**src/rtl/game_pkg.sv**
```systemverilog
// Shared definitions for the score path: BCD digit geometry, flash FSM
// encoding and the default flash duration for a 50 MHz system clock.
package game_pkg;

    localparam int unsigned BCD_W   = 4;
    localparam int unsigned SCORE_W = 2 * BCD_W;

    // 0.25 s at 50 MHz
    localparam logic [23:0] FLASH_CYCLES_50MHZ = 24'd12_500_000;

    typedef enum logic {
        IDLE  = 1'b0,
        FLASH = 1'b1
    } flash_state_t;

endpackage

```
**src/rtl/bcd_step.sv**
```systemverilog
// Combinational two-digit BCD +1 / -1 with carry/borrow between digits.
// Results saturate: +1 at MAX_VALUE and -1 at 00 return the input unchanged.
module bcd_step
    import game_pkg::*;
#(
    parameter logic [SCORE_W-1:0] MAX_VALUE = 8'h99
) (
    input  logic [SCORE_W-1:0] value,
    output logic [SCORE_W-1:0] inc_value,
    output logic [SCORE_W-1:0] dec_value,
    output logic               at_max,
    output logic               at_zero
);

    logic [BCD_W-1:0] ones;
    logic [BCD_W-1:0] tens;

    assign ones    = value[BCD_W-1:0];
    assign tens    = value[SCORE_W-1:BCD_W];
    assign at_max  = (value == MAX_VALUE);
    assign at_zero = (value == '0);

    // Digit-wise increment/decrement with saturation at both ends
    always_comb begin
        inc_value = value;
        dec_value = value;
        if (!at_max) begin
            if (ones == BCD_W'(9)) begin
                inc_value = {tens + BCD_W'(1), BCD_W'(0)};
            end else begin
                inc_value = {tens, ones + BCD_W'(1)};
            end
        end
        if (!at_zero) begin
            if (ones == BCD_W'(0)) begin
                dec_value = {tens - BCD_W'(1), BCD_W'(9)};
            end else begin
                dec_value = {tens, ones - BCD_W'(1)};
            end
        end
    end

endmodule

```
**src/rtl/score_keeper.sv**
```systemverilog
// Two-digit BCD score register driven by the game controller's up/down/clear
// strobes. Each request is edge-detected so a held level counts once. Every
// real score change restarts a display flash timer; reaching a multiple of
// ten pulses levelUp.
// Optional: define SCORE_KEEPER_HIGHSCORE_EN to add highScore/newHigh tracking.
module score_keeper
    import game_pkg::*;
#(
    parameter logic [SCORE_W-1:0] MAX_SCORE      = 8'h99,
    parameter logic [BCD_W-1:0]   MILESTONE_ONES = 4'h0,
    parameter int unsigned        CNT_W          = 24,
    parameter logic [CNT_W-1:0]   FLASH_CYCLES   = CNT_W'(FLASH_CYCLES_50MHZ)
) (
    input  logic               CLK,
    input  logic               RST,
    input  logic               scoreUp,
    input  logic               scoreDown,
    input  logic               scoreRst,
    output logic [SCORE_W-1:0] currentScore,
    output logic               atMax,
    output logic               atZero,
    output logic               levelUp,
    output logic               changeFlash,
    output logic               flashDir
`ifdef SCORE_KEEPER_HIGHSCORE_EN
    ,
    output logic [SCORE_W-1:0] highScore,
    output logic               newHigh
`endif
);

    logic               up_q, down_q, clr_q;
    logic               up_ev, down_ev, clr_ev, clear;
    logic               do_inc, do_dec;
    logic [SCORE_W-1:0] score_q, score_d;
    logic [SCORE_W-1:0] inc_score, dec_score;
    logic               at_max_w, at_zero_w;
    logic               level_q, level_d;
    logic               dir_q, dir_d;
    logic [CNT_W-1:0]   cnt_q, cnt_d;
    flash_state_t       state_q, state_d;

    bcd_step #(
        .MAX_VALUE (MAX_SCORE)
    ) u_bcd_step (
        .value     (score_q),
        .inc_value (inc_score),
        .dec_value (dec_score),
        .at_max    (at_max_w),
        .at_zero   (at_zero_w)
    );

    assign up_ev   = scoreUp & ~up_q;
    assign down_ev = scoreDown & ~down_q;
    assign clr_ev  = scoreRst & ~clr_q;
    // A held clear level wins just like a fresh clear edge
    assign clear   = scoreRst | clr_ev;
    // Coincident up/down edges cancel; saturated steps are silent
    assign do_inc  = up_ev & ~down_ev & ~at_max_w;
    assign do_dec  = down_ev & ~up_ev & ~at_zero_w;

    // Next-state: flash countdown, then score/flash updates in priority order
    always_comb begin
        score_d = score_q;
        level_d = 1'b0;
        dir_d   = dir_q;
        state_d = state_q;
        cnt_d   = cnt_q;

        case (state_q)
            IDLE: begin
                state_d = IDLE;
            end
            FLASH: begin
                if (cnt_q == '0) begin
                    state_d = IDLE;
                end else begin
                    cnt_d = cnt_q - CNT_W'(1);
                end
            end
            default: begin
                state_d = IDLE;
            end
        endcase

        if (clear) begin
            score_d = '0;
            state_d = IDLE;
            cnt_d   = '0;
        end else if (do_inc) begin
            score_d = inc_score;
            dir_d   = 1'b1;
            state_d = FLASH;
            cnt_d   = FLASH_CYCLES - CNT_W'(1);
            level_d = (inc_score[BCD_W-1:0] == MILESTONE_ONES) && (inc_score != '0);
        end else if (do_dec) begin
            score_d = dec_score;
            dir_d   = 1'b0;
            state_d = FLASH;
            cnt_d   = FLASH_CYCLES - CNT_W'(1);
        end
    end

    // State registers with synchronous reset
    always_ff @(posedge CLK) begin
        if (RST) begin
            up_q    <= 1'b0;
            down_q  <= 1'b0;
            clr_q   <= 1'b0;
            score_q <= '0;
            level_q <= 1'b0;
            dir_q   <= 1'b0;
            state_q <= IDLE;
            cnt_q   <= '0;
        end else begin
            up_q    <= scoreUp;
            down_q  <= scoreDown;
            clr_q   <= scoreRst;
            score_q <= score_d;
            level_q <= level_d;
            dir_q   <= dir_d;
            state_q <= state_d;
            cnt_q   <= cnt_d;
        end
    end

    assign currentScore = score_q;
    assign atMax        = at_max_w;
    assign atZero       = at_zero_w;
    assign levelUp      = level_q;
    assign changeFlash  = (state_q == FLASH);
    assign flashDir     = dir_q;

`ifdef SCORE_KEEPER_HIGHSCORE_EN
    logic [SCORE_W-1:0] high_q, high_d;
    logic               new_high_q, new_high_d;

    // BCD digits order the same as binary, so a plain compare is enough
    always_comb begin
        high_d     = high_q;
        new_high_d = 1'b0;
        if (score_d > high_q) begin
            high_d     = score_d;
            new_high_d = 1'b1;
        end
    end

    // High score survives scoreRst; only RST clears it
    always_ff @(posedge CLK) begin
        if (RST) begin
            high_q     <= '0;
            new_high_q <= 1'b0;
        end else begin
            high_q     <= high_d;
            new_high_q <= new_high_d;
        end
    end

    assign highScore = high_q;
    assign newHigh   = new_high_q;
`endif

endmodule
```
**config.mk**
```make
export PLATFORM = sky130hd
export DESIGN_NAME = score_keeper
export DESIGN_NICKNAME = d
export VERILOG_FILES = /design/src/rtl/game_pkg.sv /design/src/rtl/bcd_step.sv /design/src/rtl/score_keeper.sv
export SDC_FILE = /design/constraint.sdc
export NUM_CORES = 1
export LEC_CHECK = 0
export BUFFER_PORTS_ARGS = -buffer_cell sky130_fd_sc_hd__clkbuf_2
export CAP_MARGIN = 20
export CORE_MARGIN = 3
export CORE_UTILIZATION = 53
export DETAILED_ROUTE_END_ITERATION = 16
export HOLD_SLACK_MARGIN = 0.06
export PLACE_DENSITY = 0.75
export SLEW_MARGIN = 30
export SYNTH_ARGS = -nofsm -noshare
export SYNTH_HDL_FRONTEND = slang
export SYNTH_SLANG_ARGS = --single-unit
```
**constraint.sdc**
```tcl
create_clock -name CLK -period 1.8 [get_ports CLK]
set_input_delay 0.36 -clock CLK [delete_from_list [all_inputs] [get_ports CLK]]
set_output_delay 0.36 -clock CLK [all_outputs]
set_load 0.02 [all_outputs]
```
Word level (Yosys, flattened, before mapping)
Cells that the tools add are included.
{ "word_totals": {"register_bits": 38, "in_bits": 5} }
{ "op_classes": {"mux": 16, "bitwise": 19, "reduce_logical": 17, "eq_ne": 4, "add_sub_neg": 5} }
{ "op_table": {"columns": ["operator", "count"], "rows": [
  ["24-bit 2-to-1 mux", 4],
  ["8-bit 2-to-1 mux", 6],
  ["24-bit logical NOT", 1],
  ["24-bit by 1-bit subtractor with 24-bit output, second input constant", 1],
  ["1-bit inverter", 11],
  ["4-bit by 1-bit adder with 4-bit output, second input constant", 2],
  ["8-bit equality test, second input constant", 1],
  ["4-bit logical NOT", 2],
  ["8-bit logical NOT", 1],
  ["2-bit AND reduction", 4],
  ["8-bit nonzero test", 1],
  ["4-bit by 1-bit subtractor with 4-bit output, second input constant", 2],
  ["1-bit AND", 7],
  ["1-bit 2-to-1 mux", 5],
  ["4-bit equality test, second input constant", 1],
  ["2-bit nonzero test", 2],
  ["4-bit OR reduction", 1],
  ["3-bit inequality test, second input constant", 1],
  ["3-bit AND reduction", 1],
  ["3-bit nonzero test", 1],
  ["3-bit OR reduction", 1],
  ["2-bit inequality test, second input constant", 1],
  ["1-bit one-hot mux with 2 select lines", 1],
  ["2-bit OR reduction", 1],
  ["other kinds (2)", 2]
]} }

Depth between registers and ports, before layout
Gate-level depths: netlist (run 1).
{ "depth": {"word_depth": 7, "ltp_mapped": 8, "mapped_depth_nobuf": 7} }

By module
Synthesis (run 1) repeated with hierarchy kept, for this count alone.
{ "unflattened": {"hier_cells": 256, "hier_area_um2": 2240.9} }
{ "modules_own_cells": {"columns": ["module", "n_inst", "area_per_inst_um2", "cells_per_inst"], "rows": [
  ["score_keeper", 1, 1856.8, 203],
  ["bcd_step", 1, 384.1, 53]
]} }

Worst setup path before layout (run 1)
Ideal clock, no wire load.
{ "synth_path": {"path_type": "reg2reg", "start": "register score_q[4] (netlist: currentScore[4])", "end": "register cnt_q[12]", "arrival_time_ps": 1983, "n_path_buf": 2, "required_ps": 1666, "stages_incl_launch_ff": 9, "setup_slack_ps": -317, "path_cell_list": "dfxtp_1 > inv_1 > ha_1 > or3b_2 > nor2_2 > o21a_1 > buf_4 > buf_4 > a21oi_1"} }
{ "synth_between": {"elab_chain_cells": 5, "elab_cells_between_ends": 11, "cone_classes": "eq/ne: 2; mux: 2; bitwise: 4; reduce/logical: 3"} }
{ "synth_lines": {"columns": ["element", "line", "source"], "rows": [
  ["start, declared", "score_keeper.sv:35", "logic [SCORE_W-1:0] score_q, score_d;"],
  ["start signal, assigned", "score_keeper.sv:119", "score_q <= score_d;"],
  ["8-bit logical NOT (*)", "bcd_step.sv:21", "assign at_zero = (value == '0);"],
  ["via atZero", "score_keeper.sv:21", "output logic atZero,"],
  ["1-bit inverter (*)", "score_keeper.sv:60", "assign do_dec = down_ev & ~up_ev & ~at_zero_w;"],
  ["1-bit AND (*)", "score_keeper.sv:60", null],
  ["3-bit inequality test (no line), or another cell as far along", null, null],
  ["2-bit AND reduction (no line) or 24-bit 2-to-1 mux (tied branches)", null, null],
  ["end signal, assigned", "score_keeper.sv:123", "cnt_q <= cnt_d;"],
  ["end, declared", "score_keeper.sv:40", "logic [CNT_W-1:0] cnt_q, cnt_d;"]
]} }
The timed path passes the listed nets; every way through them passes the cells marked *.
A chain may end at the register's enable or synchronous reset.

Worst setup path in the final report (run 1)
{ "layout_path": {"start": "register score_q[5] (netlist: currentScore[5])", "end": "output port atZero"} }
{ "layout_between": {"elab_chain_cells": 1} }
{ "layout_lines": {"columns": ["element", "line"], "rows": [
  ["8-bit logical NOT", "bcd_step.sv:21"],
  ["end, declared", "score_keeper.sv:21"]
]} }
Every way passes these cells.

==> impl_metrics.toml, run 1 <==
[sta]
finalClockSkew_ns = 0.00624
final-setup-viol-count = 29
post-route-period-util_pct = 110
fin_crit_ns = 1.98
setup_slack_ns = -0.176
max_freq_ghz = 0.506
slew_headroom_pct = 60.1
maxSlewViolCount = 0
worstMarginPinSlew_ns = 0.598
hold_violations = 0
rsz0062_at_grt = "true"

[cts]
clk_path_buf_depth = 2
cts_buffers = 5
worstSkewPairLatency_ns = 0.29
cts.clk_slew.worst_paths_ns = 0.07
cts-root-buf = "clkbuf_8"
cts_sinks = 37
h-tree-depth = 2
cts_tree = "built"
cts_hold_buf = 0

[worst_setup_path]
critPathMaxFanout = 2
critPathKind = "reg2out"
cp.arrival_ns = 1.62
endpoint_kind = "output port"
crit_required_ns = 1.44
crit_path_start_kind = "flop"

[run_status]
failed_checks = "setup timing"
status = "finished, violations left"

[grt]
grt_pass1_wl_microns = 9460
globalRouteTotalUtil_pct = 24.1
antenna_found_initial = 0
grt_pass1_vias = 2079
grt.overflow.total = 0
grt_max_degree = 26

[routing]
vias = 2320
dr.pass1.iters = 5
wirelength_microns = 6900
viasPerCell = 6.20
remaining_drc_errors = 0
drt-initial-drc-count = 259
drt-wirelength-per-cell_microns = 18.5
drtAntennaViolNets = 0

[final_layout]
drive_above_1_share_pct = 44.8
finalNetCount = 336
layoutNonFillerInstCount = 374
diodes = 0
stdcell_area_sq_um = 3190
area_growth_pct = 47.3

[die]
io_pins = 18
die_w_microns = 69.9
rows = 22
fp.dieH_microns = 69.9
die_area_sq_um = 4890
start_util_pct = 57.0
core_area_sq_um = 3800

[synthesis]
syn_inst = 250
async_reset_ff_share_pct = 0
syn_avg_cell_area_sq_um = 8.66
synth_nets = 261
synth_edf_count = 0
synthFlopType = "dfxtp_1"
netlist_area_sq_um = 2170
ys_ff_latch = 37
synth_cell_types = 59
yosysWarnings = 0
ys_seq_area_share_pct = 34.2

[place]
routabilityCongestion = 0.891
port-buffer-count = 17
placedCellCount = 349
place_area_sq_um = 2630
hpwl_microns = 3930

[hold_path]
hp-class = "in2reg"

[power]
ir_drop_v = 0.000677
leakage_nw = 1.21
power_density_nw_per_um2 = 688

[run]
maxCapViolCount = 0
[metal layers]
layer | track usage (%) | vias to the layer above | wire, microns
li1 | - | 1075 | -
met1 | 31.1 | 1084 | 2880
met2 | 38.8 | 136 | 3250
met3 | 5.18 | 25 | 591
met4 | 10.0 | 0 | 177
met5 | 0 | - | 0
[final timing paths]
check,start,endpoint,slack [ns],cells past startpoint
hold / removal,RST,flashDir$_SDFFE_PP0P_,0.28,2
setup / recovery,currentScore[5]$_SDFFE_PP0P_,atZero,-0.18,6
setup reg to reg,currentScore[5]$_SDFFE_PP0P_,cnt_q[1]$_SDFFE_PP0P_,-0.14,9
hold reg to reg,cnt_q[22]$_SDFFE_PP0P_,cnt_q[22]$_SDFFE_PP0P_,0.53,2
[worst max-delay path, cell delays in order, from the launching register on]
cell	delay (ns)
dfxtp_2	0.33
inv_2	0.09
ha_4	0.12
or3b_4	0.41
nor2_4	0.15
buf_6	0.13
buf_8	0.10
[synth_stat cells (all sizes together), types with 3 or more instances]
cell type,n,area [sq um]
o211ai,5,42.5
xor2,7,61.3
nor4,10,120
a21oi,23,119
dfxtp,37,741
o21ai,9,48.8
o21a,3,22.5
o22ai,5,31.3
xnor2,18,158
buf,6,40.0
nor3,10,50.1
nand2,8,35.0
inv,8,30.0
clkbuf,7,27.5
nor2b,4,25.0
nand4b,3,41.3
nand4,5,37.5
nor2,29,111
a211oi,3,22.5
or2,3,18.8
nand2b,4,25.0
nand3,8,40.0
ha,6,75.1
[flip-flops by register name, indices dropped and copies added, names as in the netlist]
register and flops:
flashDir 1, down_q 1, cnt_q 24, up_q 1
changeFlash 1, levelUp 1, currentScore 8
[cells in the final DEF, fill, tap and decap left out, types with 6 or more instances in the layout]
cell	n
buf_4	48
dfxtp_1	29
nor2_1	21
a21oi_1	20
xnor2_1	17
clkbuf_2	15
buf_6	12
nand3_1	8
dfxtp_2	8
nor3_1	7
xor2_1	7
nand2_1	6
nor4_4	6
[area by class of cell]
class | count | area, sq um
clock inverters | 2 | 10.0
repair buffers | 80 | 656
well taps | 48 | 60.1
inverters | 8 | 30.0
flip-flops and latches | 37 | 751
fillers | 202 | 608
clock buffers | 6 | 72.6
multi-input cells | 193 | 1610
[cells by family (layout without fill, tap and decap cells)]
family | Yosys count | after routing | share of synthesized area [%]
buffers and inverters | 21 | 96 | 4.51
flip-flops | 37 | 37 | 34.2
AO/OA/AOI/OAI | 62 | 62 | 18.7
XOR/XNOR | 25 | 25 | 10.1
AND/OR/NAND/NOR | 99 | 100 | 29.1
adder cells (fa/ha/maj) | 6 | 6 | 3.47
[stage by stage]
step	setup slack (ns)	hold WS, ns	TNS [ns]	utilization [%]	total power [W]
3_5_place_dp	-0.133	0.501	-0.970	69.1	0.00142
3_3_place_gp	-0.0692	0.492	-0.162	69.1	0.00140
5_1_grt	-0.226	0.294	-4.74	84.0	0.00227
4_1_cts	-0.156	0.275	-0.208	75.1	0.00203
2_1_floorplan	-0.0360	0.432	-0.115	-	0.00122
6_report	-0.176	0.276	-2.40	84.0	0.00219
[timing repair]
action                                  CTS  global route
cloned                                    0             1
setup buffers                             6            11
resized for setup                        21            56
endpoints found under the hold margin     0             0
endpoints found under the setup margin   22            33
pin swaps                                10            22
[where the power goes]
part	total (W)	switching, W	internal (W)
combinational	0.000739	0.000399	0.000339
clock	0.000570	0.000301	0.000268
sequential	0.000885	0.0000333	0.000852
total	0.00219	0.000734	0.00146
No activity file was read; power rests on OpenSTA's default activity.
==> run 2: changes to the inputs <==
CORE_UTILIZATION = 30   (was 53)
PLACE_DENSITY = not set   (was 0.75)
==> impl_metrics.toml, run 2 (synthesis gave the netlist of run 1 again) <==
[run_status]
status = "finished, violations left"
failed_checks = "setup timing"

[final_layout]
num-fill-cells = 628
multi_input_area_sq_um = 1670
drive_above_1_share_pct = 47.4
diodes = 0
finalNetCount = 333
final_common_cell = "buf_4"
largest_reg_flops = 24
seq_area_sq_um = 757
final_util_pct = 48.0
area_growth_pct = 53.0
final_cell_mix = "buf_4, dfxtp_1, nor2_1"
top_register = "cnt_q"

[routing]
vias = 2125
remaining_drc_errors = 0
drtAntennaViolNets = 0
drt-wirelength-per-cell_microns = 14.9
drt-initial-drc-count = 164
viasPerCell = 5.07
dr.pass1.iters = 4
wirelength_microns = 6260

[grt]
globalRouteTotalUtil_pct = 13.7
grt_max_degree = 26
antenna_found_initial = 0
grt_pass1_vias = 1992
grt.overflow.total = 0
grt_pass1_wl_microns = 9470

[sta]
max_freq_ghz = 0.527
hold_violations = 0
worstMarginPinSlew_ns = 0.650
post-route-period-util_pct = 105
slew_headroom_pct = 56.7
fin_crit_ns = 1.90
setup_slack_ns = -0.0963
final-setup-viol-count = 4
rsz0062_at_grt = "true"
finalClockSkew_ns = 0.00604
maxSlewViolCount = 0

[hold_path]
holdPathEnd = "flashDir$_SDFFE_PP0P_"
hp-class = "in2reg"
hp-start = "RST"
min_path_cells = 2

[place]
routabilityCongestion = 0.849
port-buffer-count = 17
dpl_worst_slack_ns = -0.209
hpwl_microns = 3860

[die]
rows = 30
fp.dieH_microns = 91.0
die_w_microns = 91.0
core_area_sq_um = 6910
start_util_pct = 31.4
die_area_sq_um = 8270
io_pins = 18

[cts]
cts.clk_slew.worst_paths_ns = 0.08
cts_tree = "built"
worstSkewPairLatency_ns = 0.29
clk_path_buf_depth = 2
cts_sinks = 37
cts_buffers = 5
cts-root-buf = "clkbuf_8"
h-tree-depth = 2

[worst_setup_path]
endpoint_kind = "output port"
crit_required_ns = 1.44
reg2reg_to = "cnt_q[17]$_SDFFE_PP0P_"
rr_worst_depth = 6
critPathKind = "reg2out"
crit_chain = "or4_4, nor2_4, buf_6, buf_8"
reg2reg_slack_ns = -0.07
critPathMaxFanout = 2
crit_path_start_kind = "flop"
cpMaxStageDelayCell = "or4_4"
max_stage_delay_ns = 0.55
cp.arrival_ns = 1.54
r2r-start = "cnt_q[13]$_SDFFE_PP0P_"

[run]
maxCapViolCount = 0

[power]
power_density_nw_per_um2 = 719
ir_drop_v = 0.000293
leakage_nw = 1.21
-- run 2: repair_timing --
item                                    CTS  global route
setup buffers                             6            10
pin swaps                                 9            37
endpoints found under the setup margin   23            32
hold buffers                              0             0
resized for setup                        23            64
cloned                                    0             2
-- run 2: worst max path at each step --
stage                                       startpoint                endpoint  slack (ns)  cells past startpoint
after floorplan           currentScore[3]$_SDFFE_PP0P_  cnt_q[17]$_SDFFE_PP0P_       -0.04                      7
after global placement           cnt_q[0]$_SDFFE_PP0P_   cnt_q[1]$_SDFFE_PP0P_       -0.22                      8
after detailed placement         cnt_q[0]$_SDFFE_PP0P_   cnt_q[1]$_SDFFE_PP0P_       -0.21                      8
after CTS                 currentScore[0]$_SDFFE_PP0P_                  atZero       -0.12                      4
after global routing            cnt_q[13]$_SDFFE_PP0P_  cnt_q[17]$_SDFFE_PP0P_       -0.14                      6
final                     currentScore[0]$_SDFFE_PP0P_                  atZero        -0.1                      4
-- run 2: worst max-delay path, delay by kind of cell (launching register included) --
kind | cells | cell delay [ns]
flip-flops | 1 | 0.35
AND/OR/NAND/NOR | 2 | 0.70
buffers and inverters | 2 | 0.21
-- run 2: cell type report --
type                    count  area share, %
clock inverters             2           1.13
inverters                   8          0.906
well taps                  96           3.62
clock buffers               6           2.49
multi-input cells         193           50.5
flip-flops and latches     37           22.8
repair buffers             77           18.5
-- run 2: report_power, final --
part | leakage [nW] | switching, W | internal (W) | total [W]
logic | 0.847 | 0.000396 | 0.000350 | 0.000747
clock network | 0.0574 | 0.000301 | 0.000451 | 0.000752
registers | 0.306 | 0.0000345 | 0.000850 | 0.000885
total | 1.21 | 0.000732 | 0.00165 | 0.00238
-- run 2: layer usage --
layer	wire length, microns	share of wire (%)	GRT usage, %	vias up
li1	-	-	-	1067
met1	2990	48	19.5	1014
met2	2980	48	21.0	39
met3	229	3.7	2.65	5
met4	63	1.0	3.89	0
met5	0	0	0	-
-- run 2: metrics by stage --
| step | hold slack, ns | area [sq um] | total power, W | setup TNS [ns] | cells |
|---|---|---|---|---|---|
| 3_5_place_dp | 0.495 | 2660 | 0.00141 | -1.33 | 393 |
| 2_1_floorplan | 0.432 | 2210 | 0.00122 | -0.115 | 250 |
| 3_3_place_gp | 0.497 | 2660 | 0.00140 | -1.12 | 393 |
| 5_1_grt | 0.297 | 3310 | 0.00249 | -1.42 | 419 |
| 4_1_cts | 0.280 | 2930 | 0.00224 | -0.119 | 407 |
| 6_report | 0.299 | 3310 | 0.00238 | -0.171 | 419 |
==> run 3: changes to the inputs <==
HOLD_SLACK_MARGIN = 0.05   (was 0.06)
clock period = 1.7 ns   (was 1.8 ns; I/O delays follow)
==> impl_metrics.toml, run 3 (synthesis gave the netlist of run 1 again) <==
[final_layout]
multi_input_area_sq_um = 1700
area_growth_pct = 61.3
seq_area_sq_um = 751
top_register = "cnt_q"
stdcell_area_sq_um = 3490
layoutNonFillerInstCount = 440
final_common_cell = "buf_4"
diodes = 0
drive_above_1_share_pct = 52.9
final_cell_mix = "buf_4, dfxtp_1, nor2_1"
finalNetCount = 354
largest_reg_flops = 24
num-fill-cells = 628

[routing]
viasPerCell = 5.11
dr.pass1.iters = 4
remaining_drc_errors = 0
drtAntennaViolNets = 0
wirelength_microns = 6450
drt-wirelength-per-cell_microns = 14.6
vias = 2249
drt-initial-drc-count = 167

[grt]
grt_pass1_vias = 2098
grt_pass1_wl_microns = 9820
grt.overflow.total = 0
antenna_found_initial = 0
grt_max_degree = 26
globalRouteTotalUtil_pct = 14.2

[place]
routabilityCongestion = 0.854
dpl_worst_slack_ns = -0.115
placedCellCount = 417
port-buffer-count = 17
place_area_sq_um = 2840
hpwl_microns = 4110

[worst_setup_path]
max_stage_delay_ns = 0.57
critPathKind = "reg2out"
crit_path_start_kind = "flop"
crit_required_ns = 1.36
crit_chain = "or4_4, nor2_4, buf_6, buf_8"
cp.arrival_ns = 1.57
critPathMaxFanout = 4
cpMaxStageDelayCell = "or4_4"
endpoint_kind = "output port"

[cts]
h-tree-depth = 2
cts_buffers = 5
worstSkewPairLatency_ns = 0.29
cts.clk_slew.worst_paths_ns = 0.08
clk_path_buf_depth = 2
cts_sinks = 37
cts_tree = "built"
cts-root-buf = "clkbuf_8"
cts_hold_buf = 0

[power]
total_power_w = 0.00255
ir_drop_v = 0.000361
power_density_nw_per_um2 = 730
leakage_nw = 1.32

[sta]
setup_slack_ns = -0.209
hold_violations = 0
max_freq_ghz = 0.524
finalClockSkew_ns = 0.00462
whs_ns = 0.252
rsz0062_at_grt = "true"
slew_headroom_pct = 57.3
post-route-period-util_pct = 112
final-setup-viol-count = 31
maxSlewViolCount = 0
fin_crit_ns = 1.91
worstMarginPinSlew_ns = 0.641

[die]
core_area_sq_um = 6910
die_w_microns = 91.0
die_area_sq_um = 8270
start_util_pct = 31.4
fp.dieH_microns = 91.0
rows = 30
io_pins = 18

[run_status]
status = "finished, violations left"
failed_checks = "setup timing"

[hold_path]
hp-class = "in2reg"

[run]
maxCapViolCount = 0
-- run 3: cell types whose count changed in the layout (fill, tap and decap cells not counted), sizes merged --
cell	change
buf	+21
clkinvlp	-1
nand4	-1
clkbuf	+2
-- run 3: repair_timing --
item | in CTS | in global routing
endpoints found under the hold margin | 0 | 0
gates cloned | 0 | 1
pin swaps | 2 | 29
buffers inserted | 3 | 11
gates resized for setup | 11 | 84
endpoints found under the setup margin | 28 | 36
-- run 3: routing by layer --
layer,GRT usage [%],vias up,share of wire (%)
li1,-,1095,-
met1,18.9,1075,45
met2,22.4,70,48
met3,2.90,9,5.3
met4,5.65,0,1.8
met5,0,-,0
-- run 3: area by class of cell --
class	instances	area share, %
Clock buffer	7	2.47
Clock inverter	1	0.860
Inverter	8	1.00
Multi-Input combinational cell	192	48.5
Sequential cell	37	21.5
Tap cell	96	3.44
Timing Repair Buffer	99	22.2
-- run 3: final timing paths --
| path | endpoint | slack, ns | cells after the start | from |
|---|---|---|---|---|
| hold / removal | down_q$_SDFF_PP0_ | 0.25 | 2 | RST |
| setup reg to reg | cnt_q[17]$_SDFFE_PP0P_ | -0.16 | 9 | currentScore[5]$_SDFFE_PP0P_ |
| hold reg to reg | cnt_q[7]$_SDFFE_PP0P_ | 0.55 | 2 | cnt_q[7]$_SDFFE_PP0P_ |
| setup / recovery | atZero | -0.21 | 4 | currentScore[1]$_SDFFE_PP0P_ |
-- run 3: worst max-delay path: cells and delay by family, from the launching register on --
family,cells,cell delay [ns]
buffers and inverters,2,0.21
AND/OR/NAND/NOR,2,0.72
flip-flops,1,0.35
-- run 3: power by group --
| group | switching [W] | total [W] | internal, W |
|---|---|---|---|
| logic | 0.000419 | 0.000806 | 0.000387 |
| registers | 0.0000295 | 0.000931 | 0.000902 |
| clock network | 0.000333 | 0.000812 | 0.000479 |
| total | 0.000782 | 0.00255 | 0.00177 |
-- run 3: through the flow --
stage	TNS [ns]	utilization [%]
after CTS	-4.69	43.6
after detailed placement	-1.22	41.1
after global routing	-5.72	50.6
after global placement	-0.684	41.1
after floorplan	-2.02	-
final	-3.45	50.6
